File: src/rtl/multi_edge_pulse.sv
// multi_edge_pulse: per-channel synchronizer, glitch filter, edge-pulse
// generator and low-duration meter. Lines idle high. One mode input is
// shared by every channel.
module multi_edge_pulse #(
  parameter int CH    = 1,
  parameter int SYNC  = 2,
  parameter int FILT  = 3,
  parameter int PW    = 1,
  parameter int CNT_W = 16
) (
  input  logic                clk,
  input  logic                rst,
  input  logic [CH-1:0]       i,
  input  logic [1:0]          mode,
  output logic [CH-1:0]       q,
  output logic [CH*CNT_W-1:0] low_len,
  output logic [CH-1:0]       low_valid
);

  typedef enum logic [1:0] {
    MODE_FALL = 2'b00,
    MODE_RISE = 2'b01,
    MODE_BOTH = 2'b10,
    MODE_OFF  = 2'b11
  } mode_e;

  // Stability counter holds 0..FILT-1; pulse counter holds 0..PW-1.
  localparam int SW  = (FILT > 1) ? $clog2(FILT) : 1;
  localparam int PWW = (PW > 1) ? $clog2(PW) : 1;

  mode_e mode_sel;
  assign mode_sel = mode_e'(mode);

  for (genvar n = 0; n < CH; n++) begin : g_ch
    logic [SYNC-1:0]  sync_r;
    logic             s;
    logic             f;
    logic [SW-1:0]    stab;
    logic             diff;
    logic             accept;
    logic             rise;
    logic             fall;
    logic             qual;
    logic             ev;
    logic             q_r;
    logic [PWW-1:0]   pw_cnt;
    logic [CNT_W-1:0] low_cnt;
    logic [CNT_W-1:0] len_r;
    logic             valid_r;

    assign s = sync_r[SYNC-1];

    // Filter decode: the FILT-th consecutive differing sample flips f.
    always_comb begin
      diff   = (s != f);
      accept = diff && (stab == SW'(FILT - 1));
      rise   = accept && !f;
      fall   = accept && f;
      qual   = 1'b0;
      unique case (mode_sel)
        MODE_FALL: qual = fall;
        MODE_RISE: qual = rise;
        MODE_BOTH: qual = accept;
        MODE_OFF:  qual = 1'b0;
      endcase
    end

    // Synchronizer chain and stability filter; reset to the idle-high level
    // so leaving reset with the line high creates no edge.
    always_ff @(posedge clk or posedge rst) begin
      if (rst) begin
        sync_r <= '1;
        f      <= 1'b1;
        stab   <= '0;
      end else begin
        // NOTE: non-blocking so every stage samples the previous cycle's value.
        sync_r <= {sync_r[SYNC-2:0], i[n]};
        if (!diff) begin
          stab <= '0;
        end else if (accept) begin
          stab <= '0;
          f    <= ~f;
        end else begin
          stab <= stab + SW'(1);
        end
      end
    end

    // Pulse generator: the detected edge is registered in ev so q rises one
    // edge after f changes; a new edge reloads the count (retrigger).
    always_ff @(posedge clk or posedge rst) begin
      if (rst) begin
        ev     <= 1'b0;
        q_r    <= 1'b0;
        pw_cnt <= '0;
      end else begin
        ev <= qual;
        if (mode_sel == MODE_OFF) begin
          q_r    <= 1'b0;
          pw_cnt <= '0;
        end else if (ev) begin
          q_r    <= 1'b1;
          pw_cnt <= PWW'(PW - 1);
        end else if (pw_cnt != '0) begin
          pw_cnt <= pw_cnt - PWW'(1);
        end else begin
          q_r <= 1'b0;
        end
      end
    end

    // Low-duration meter: starts at 1 on the fall of f, saturates, and is
    // published with a one-cycle strobe on the rise of f.
    always_ff @(posedge clk or posedge rst) begin
      if (rst) begin
        low_cnt <= '0;
        len_r   <= '0;
        valid_r <= 1'b0;
      end else begin
        valid_r <= rise;
        if (fall) begin
          low_cnt <= CNT_W'(1);
        end else if (rise) begin
          len_r <= low_cnt;
        end else if (!f && (low_cnt != '1)) begin
          low_cnt <= low_cnt + CNT_W'(1);
        end
      end
    end

    assign q[n]                     = q_r;
    assign low_valid[n]             = valid_r;
    assign low_len[n*CNT_W +: CNT_W] = len_r;
  end

endmodule

File: config.mk
export PLATFORM = sky130hd
export DESIGN_NAME = multi_edge_pulse
export DESIGN_NICKNAME = d
export VERILOG_FILES = /design/src/rtl/multi_edge_pulse.sv
export SDC_FILE = /design/constraint.sdc
export NUM_CORES = 1
export LEC_CHECK = 0
export CAP_MARGIN = 10
export CORE_MARGIN = 4
export CORE_UTILIZATION = 30
export CTS_BUF_LIST = sky130_fd_sc_hd__clkbuf_8
export DETAILED_ROUTE_END_ITERATION = 12
export GPL_ROUTABILITY_DRIVEN = 0
export PLACE_DENSITY = 0.48
export SLEW_MARGIN = 25
export SYNTH_ARGS = -nofsm -noshare
export SYNTH_HDL_FRONTEND = slang
export SYNTH_SLANG_ARGS = --single-unit
File: constraint.sdc
create_clock -name clk -period 2.2 [get_ports clk]
set_input_delay 0.55 -clock clk [delete_from_list [all_inputs] [get_ports clk]]
set_output_delay 0.55 -clock clk [all_outputs]
set_load 0.005 [all_outputs]
# Yosys cells after proc, flatten, opt, wreduce, memory -nomap -nowiden
# Cells that the tools add are included.
# word_totals
reg_bits	41
input_bits	5
out_inout_bits	18
elab_cells	44
# op_classes
add_sub_neg	3
n_eq_ne	8
muxes	12
n_bitwise	2
n_reduce_logical	10
# op_table
cell	n
16-bit two-way mux	3
16-bit by 1-bit adder with 16-bit output (second input constant)	1
16-bit inequality test (second input constant)	1
2-bit == test (second input constant)	3
1-bit two-way mux	6
2-bit AND reduction	3
1-bit logical AND	4
2-bit two-way mux	2
1-bit case mux with 4 select lines	1
3-bit by 2-bit inequality test with 1-bit output (second input constant)	1
2-bit by 1-bit adder with 2-bit output (second input constant)	1
2-bit by 1-bit == test with 1-bit output (second input constant)	1
2-bit logical NOT	1
2-bit by 1-bit inequality test with 1-bit output (second input constant)	1
1-bit inverter	2
2-bit nonzero test	1
1-bit logical NOT	1
1-bit inequality test	1
1-bit subtractor (second input constant)	1

# Logic depth before layout (Yosys ltp)
# Gate-level depths: netlist of run 1.
# logic_depth
depth_word	5
depth_mapped	6
mapped_depth_nobuf	5

# Worst setup path before layout of run 1
# OpenSTA, ideal clock, no wires.
# synth_timing
kind	register to register
startpoint	register g_ch[0].low_cnt[0]
endpoint	register g_ch[0].low_cnt[14]
setup_time_ns	0.069
arrival_ns	1.767
path_slack_ns	0.365
path_stages_with_launch	6
path_buffers	0
path_cell_list	dfrtp_1 ha_1 nand3_2 or4_4 or4_1 nand3_1
# synth_via
elab_chain_len	4
word_cells_on_any_way	8
# synth_rtl
element	line_no	text
from (decl)	47	logic [CNT_W-1:0] low_cnt;
from (signal assigned)	126	low_cnt <= low_cnt + CNT_W'(1);
16-bit by 1-bit adder with 16-bit output or 16-bit inequality test (tied branches)	126, 125	
16-bit two-way mux or 1-bit logical AND (tied branches)	125	end else if (!f && (low_cnt != '1)) begin
16-bit two-way mux or 2-bit nonzero test (tied branches)	-	
16-bit two-way mux or 2-bit AND reduction (tied branches)	-	
# Several ways; a longest one is shown, not always the timed one. The select of a mux whose other input is x is not followed.
# A chain may end at the register's enable or synchronous reset.

# Final worst setup path of run 1
# layout_timing
startpoint	register g_ch[0].low_cnt[0]
endpoint	register g_ch[0].low_cnt[13]
# The elaborated chain is that of the path after synthesis.

==> results of run 1 <==
worst reg2reg max path, stage by stage (launching register included):
cell and delay, ns:
dfrtp_1 0.47, ha_1 0.24, nand3_2 0.17, or4_4 0.49, o21ai_1 0.38, a221o_1 0.22
area by class of cell:
class                           count  area share, %
Timing Repair Buffer               27           11.3
Clock inverter                      1          0.164
Multi-Input combinational cell    113           35.2
Tap cell                           75           4.10
Inverter                            7           1.15
Sequential cell                    40           43.9
Clock buffer                        7           4.21
synth_stat cells (2+ instances only):
cell / number
dfrtp_1: 37
nand4_1: 2
dfstp_2: 3
or4_4: 2
mux2_2: 16
o211ai_1: 4
inv_1: 7
a21oi_1: 7
nor2_1: 12
nor3b_1: 2
nand2b_1: 4
clkbuf_1: 3
o21ai_0: 2
or4_1: 2
nor3_1: 8
nand2_1: 13
a31oi_1: 3
nand3_2: 2
nand3_1: 3
a221o_1: 2
nor4_1: 2
mux2i_1: 6
a211oi_1: 2
state kept, by name, indices dropped and copies added (netlist names):
signal        cells
g_ch.sync_r       2
g_ch.low_cnt     16
low_len          16
g_ch.ev           1
g_ch.stab         2
low_valid         1
q                 1
g_ch.f            1
final timing paths:
path	startpoint	endpoint	slack, ns
worst min-delay path	g_ch[0].sync_r[0]$_DFF_PP1_	g_ch[0].sync_r[1]$_DFF_PP1_	0.36
max in group asynchronous	rst	g_ch[0].f$_DFFE_PP1P_	1.15
min in group asynchronous	rst	g_ch[0].low_cnt[15]$_DFFE_PP0P_	0.68
worst min register to register	g_ch[0].sync_r[0]$_DFF_PP1_	g_ch[0].sync_r[1]$_DFF_PP1_	0.36
worst max register to register	g_ch[0].low_cnt[0]$_DFFE_PP0P_	g_ch[0].low_cnt[13]$_DFFE_PP0P_	0.16
worst max-delay path	g_ch[0].low_cnt[0]$_DFFE_PP0P_	g_ch[0].low_cnt[13]$_DFFE_PP0P_	0.16
power breakdown:
part           internal (mW)  total (mW)  leakage (nW)  switching (mW)
logic                  0.301       0.595         0.398           0.295
clock network          0.281       0.523        0.0557           0.242
registers              0.875        1.05         0.530           0.178
total                   1.46        2.17         0.984           0.715
layer usage:
layer	wire, um	share of wire [%]
met5	0	0
met3	225	5.5
met1	1930	47
met4	98	2.4
met2	1850	45
per-stage QoR:
stage | setup TNS (ns) | worst slack (ns) | hold slack [ns] | instances | total power [mW]
final | 0 | 0.165 | 0.357 | 270 | 2.17
after global routing | -0.0394 | -0.0210 | 0.361 | 270 | 2.34
after CTS | 0 | 0.154 | 0.359 | 270 | 2.21
after detailed placement | 0 | 0.180 | 0.347 | 262 | 1.67
after global placement | 0 | 0.202 | 0.346 | 262 | 1.66
after floorplan | 0 | 0.365 | 0.345 | 164 | 1.42
logic make-up after synthesis:
kind of cell    share of synthesized area [%]
fa+ha+maj                               0.675
mux                                      13.0
compound gates                           10.9
buf+inv                                  2.30
flops                                    54.2
simple gates                             18.4
xor+xnor                                0.473
==> impl_metrics.tcl, run 1 <==
set metrics [dict create \
    status "completed" \
    cts_root_buffer "clkbuf_8" \
    grt_max_degree 41 \
    syn_area_sq_mm 0.00185 \
    cts_setup_buffers 0 \
    hold_buffers 0 \
    drive_above_1_share_pct 20.0 \
    setup_viol 0 \
    cap_violations 0 \
    track_usage_pct 12.1 \
    place_area_sq_mm 0.00219 \
    syn_avg_cell_area_sq_um 11.3 \
    design.final.nets 200 \
    area_delta_synth_final_pct 23.5 \
    min_period_ns 2.04 \
    cp.required_ns 2.43 \
    synth_fp_nets 170 \
    die-area_sq_mm 0.00750 \
    final_cell_mix "dfrtp_1 (37), clkdlybuf4s50_1 (22), mux2_2 (16)" \
    fmax_mhz 491 \
    synth_top_area_share_pct 50.0 \
    wl_mm 4.10 \
    ys_types 43 \
    grtUsageMet1_pct 16.9 \
    grt-ovfl-total 0 \
    post-route-util_pct 38.4 \
    first_pass_iters 4 \
    hold_depth 0 \
    nFillCells 608 \
    crit_fanout 8 \
    cts_tree "built" \
    use_met3_pct 3.23 \
    clock_sinks 40 \
    synth_seq_cells 40 \
    clockBufferDepth 2 \
    numPortBuffers 22 \
    dp_hpwl_mm 2.84 \
    synth_area_leader_cell "dfrtp_1" \
    crit_arrival_ns 2.26 \
    cts_resized 0 \
    start_util_pct 31.1 \
    cp_cell_sequence "ha_1, nand3_2, or4_4, o21ai_1, a221o_1" \
    synth-edff-count 0 \
    vias 1383 \
    worst_path_dominant_cell_family "simple AND/OR/NAND/NOR gates" \
    grt_pass1_vias 1377 \
    clk_latency_ns 0.29 \
    multi_input_area_sq_um 806 \
    wl_per_cell_um 15.2 \
    ios 23 \
    synth_seq_area_share_pct 54.2 \
    period_share_pct 92.5 \
    antenna_found_initial 0 \
    grt_pass1_wl_mm 7.03 \
    htree_levels 2 \
    ys.warnings.count 0 \
    first_iter_violations 103 \
    total_leakage_power_nw 0.984 \
    skew_ns 0.00796 \
    drc 0 \
    grtUsageMet2_pct 17.6 \
    setup.worst_path.start_class "register" \
    maxSlewHeadroom_pct 58.2 \
    cp.depth 5 \
    synthArstFlopShare_pct 100 \
    core_area_sq_mm 0.00596 \
    grt-busiest-layer "met2" \
    max_stage_delay_ns 0.49 \
    final_common_cell "dfrtp_1" \
    critPathSlowestCell "or4_4" \
    final_cell_area_sq_mm 0.00229 \
    die_w_um 86.6 \
    vdd_drop_max_uv 306 \
    powerDensity_mw_per_mm2 949 \
    ant_nets 0 \
    min_path_type "register to register" \
    cp-end-kind "register" \
    yosys-top-cells-area "dfrtp_1 (50%), mux2_2 (9.7%), dfstp_2 (4.3%)" \
    synth_cells 164 \
    vias_per_cell 5.12 \
    finalHoldViolCount 0 \
    clkTransAtPathRegs_ns 0.07 \
    regArea_sq_mm 0.00100 \
    diodes 0 \
    rsz0062_at_grt "true" \
    numCtsBuffers 5 \
    critical_path_class "register to register" \
    synth_ff_type "dfrtp_1" \
    ff2ff_path_depth 5 \
    drv_slew 0 \
    num_rows 28 \
    cp.buffers_inverters 0 \
    worstMarginPinSlew_ns 0.628 \
    die_y_um 86.6 \
]
Note: power is estimated with default switching activity, not from simulation.
==> inputs of run 2 (changes only) <==
--- a/config.mk
+++ b/config.mk
@@ -7,11 +7,11 @@
 export LEC_CHECK = 0
 export CAP_MARGIN = 10
 export CORE_MARGIN = 4
-export CORE_UTILIZATION = 30
+export CORE_UTILIZATION = 57
 export CTS_BUF_LIST = sky130_fd_sc_hd__clkbuf_8
 export DETAILED_ROUTE_END_ITERATION = 12
 export GPL_ROUTABILITY_DRIVEN = 0
-export PLACE_DENSITY = 0.48
+export PLACE_DENSITY = 0.82
 export SLEW_MARGIN = 25
 export SYNTH_ARGS = -nofsm -noshare
 export SYNTH_HDL_FRONTEND = slang
==> run 2 against run 1 <==
  * Total power fell by 2.1%
  * Worst hold slack improved by 0.012 ns
  * Non-clock buffer count fell by 1
  * Global-route usage rose by 8.3 points
  * Register-to-register slack got worse by 0.04 ns
  * Critical path depth did not move
  * Wire length fell by 4.8%
  * Clock-buffer cell count fell by 1
  * Combinational power barely moved
  * First-iteration DRC count rose by 0.97%
  * Sequential share of layout area rose by 1.1 points
  * Worst setup slack got worse by 0.043 ns
  * Largest power group unchanged
==> impl_metrics.tcl, run 2 (same netlist as run 1, synthesis figures left out) <==
set metrics [dict create \
    worstMarginPinSlew_ns 0.685 \
    final_cell_area_sq_mm 0.00223 \
    wl_mm 3.91 \
    clockBufferDepth 2 \
    clock_sinks 40 \
    min_period_ns 2.08 \
    numCtsBuffers 5 \
    clk_latency_ns 0.29 \
    finalHoldViolCount 0 \
    powerDensity_mw_per_mm2 953 \
    grt-ovfl-total 0 \
    cts_resized 0 \
    cp-end-kind "register" \
    die_y_um 65.0 \
    cts_tree "built" \
    power_mw 2.13 \
    place_area_sq_mm 0.00214 \
    core_area_sq_mm 0.00308 \
    clkTransAtPathRegs_ns 0.07 \
    cts_root_buffer "clkbuf_8" \
    dp_slack_ns 0.169 \
    first_iter_violations 104 \
    rsz0062_at_grt "false" \
    vdd_drop_max_uv 563 \
    whs_ns 0.369 \
    setup_viol 0 \
    hold_buffers 0 \
    status "completed" \
    fmax_mhz 481 \
    setup_tns_ns 0 \
    total_leakage_power_nw 0.977 \
    crit_fanout 8 \
    numPortBuffers 22 \
    grt_pass1_vias 1408 \
    design.final.nets 199 \
    num_rows 20 \
    cp.required_ns 2.43 \
    drc 0 \
    setup.worst_path.start_class "register" \
    wl_per_cell_um 16.4 \
    ant_nets 0 \
    crit_arrival_ns 2.31 \
    die-area_sq_mm 0.00423 \
    first_pass_iters 4 \
    die_w_um 65.0 \
    grt_pass1_wl_mm 6.50 \
    dp_hpwl_mm 2.80 \
    start_util_pct 60.2 \
    antenna_found_initial 0 \
    drive_above_1_share_pct 19.1 \
    min_path_type "register to register" \
    maxSlewHeadroom_pct 54.4 \
    htree_levels 2 \
    grt_max_degree 41 \
    critical_path_class "register to register" \
    ios 23 \
    diodes 0 \
    period_share_pct 94.5 \
    drv_slew 0 \
    final_common_cell "dfrtp_1" \
    track_usage_pct 20.4 \
    cts_setup_buffers 0 \
    final_cell_mix "dfrtp_1 (37), clkdlybuf4s50_1 (22), mux2_2 (16)" \
    vias_per_cell 6.04 \
    fin_ws_ns 0.122 \
    area_delta_synth_final_pct 20.5 \
    skew_ns 0.00711 \
    cap_violations 0 \
    vias 1437 \
]
==> run 2: cell type report <==
type	instances	area, sq um
Clock buffer	6	82.6
Tap cell	44	55.1
Clock inverter	2	7.51
Timing Repair Buffer	26	250
Sequential cell	40	1000
Multi-Input combinational cell	113	806
Inverter	7	26.3
Fill cell	224	846
==> run 2: per-stage QoR <==
step           instances  util (%)
4_1_cts              238      72.5
2_1_floorplan        164         -
5_1_grt              238      72.5
3_5_place_dp         230      69.6
6_report             238      72.5
3_3_place_gp         230      69.6
==> run 2: worst paths after layout <==
kind                                                 from                               to  slack, ns  depth (start not counted)
max in group asynchronous                             rst      g_ch[0].sync_r[0]$_DFF_PP1_       1.15                          3
setup reg to reg           g_ch[0].low_cnt[0]$_DFFE_PP0P_  g_ch[0].low_cnt[13]$_DFFE_PP0P_       0.12                          5
setup / recovery           g_ch[0].low_cnt[0]$_DFFE_PP0P_  g_ch[0].low_cnt[13]$_DFFE_PP0P_       0.12                          5
hold reg to reg               g_ch[0].sync_r[0]$_DFF_PP1_      g_ch[0].sync_r[1]$_DFF_PP1_       0.37                          0
min in group asynchronous                             rst  g_ch[0].low_cnt[10]$_DFFE_PP0P_       0.68                          3
hold / removal                g_ch[0].sync_r[0]$_DFF_PP1_      g_ch[0].sync_r[1]$_DFF_PP1_       0.37                          0
==> run 2: routing by layer <==
layer | part of all wire (%) | vias to the layer above | GRT usage (%)
li1 | - | 657 | -
met1 | 43 | 718 | 25.5
met3 | 7.4 | 6 | 6.24
met5 | 0 | - | 0
met4 | 1.6 | 0 | 9.84
met2 | 48 | 56 | 32.2
==> run 2: worst max-delay path: stages, from the launching register on <==
cell and delay, ns:
dfrtp_1 0.48, ha_1 0.25, nand3_2 0.18, or4_4 0.50, o21ai_1 0.38, a221o_1 0.23
==> run 2: report_power, final <==
part,internal (mW),switching (mW)
combinational,0.301,0.292
sequential,0.875,0.178
clock,0.246,0.235
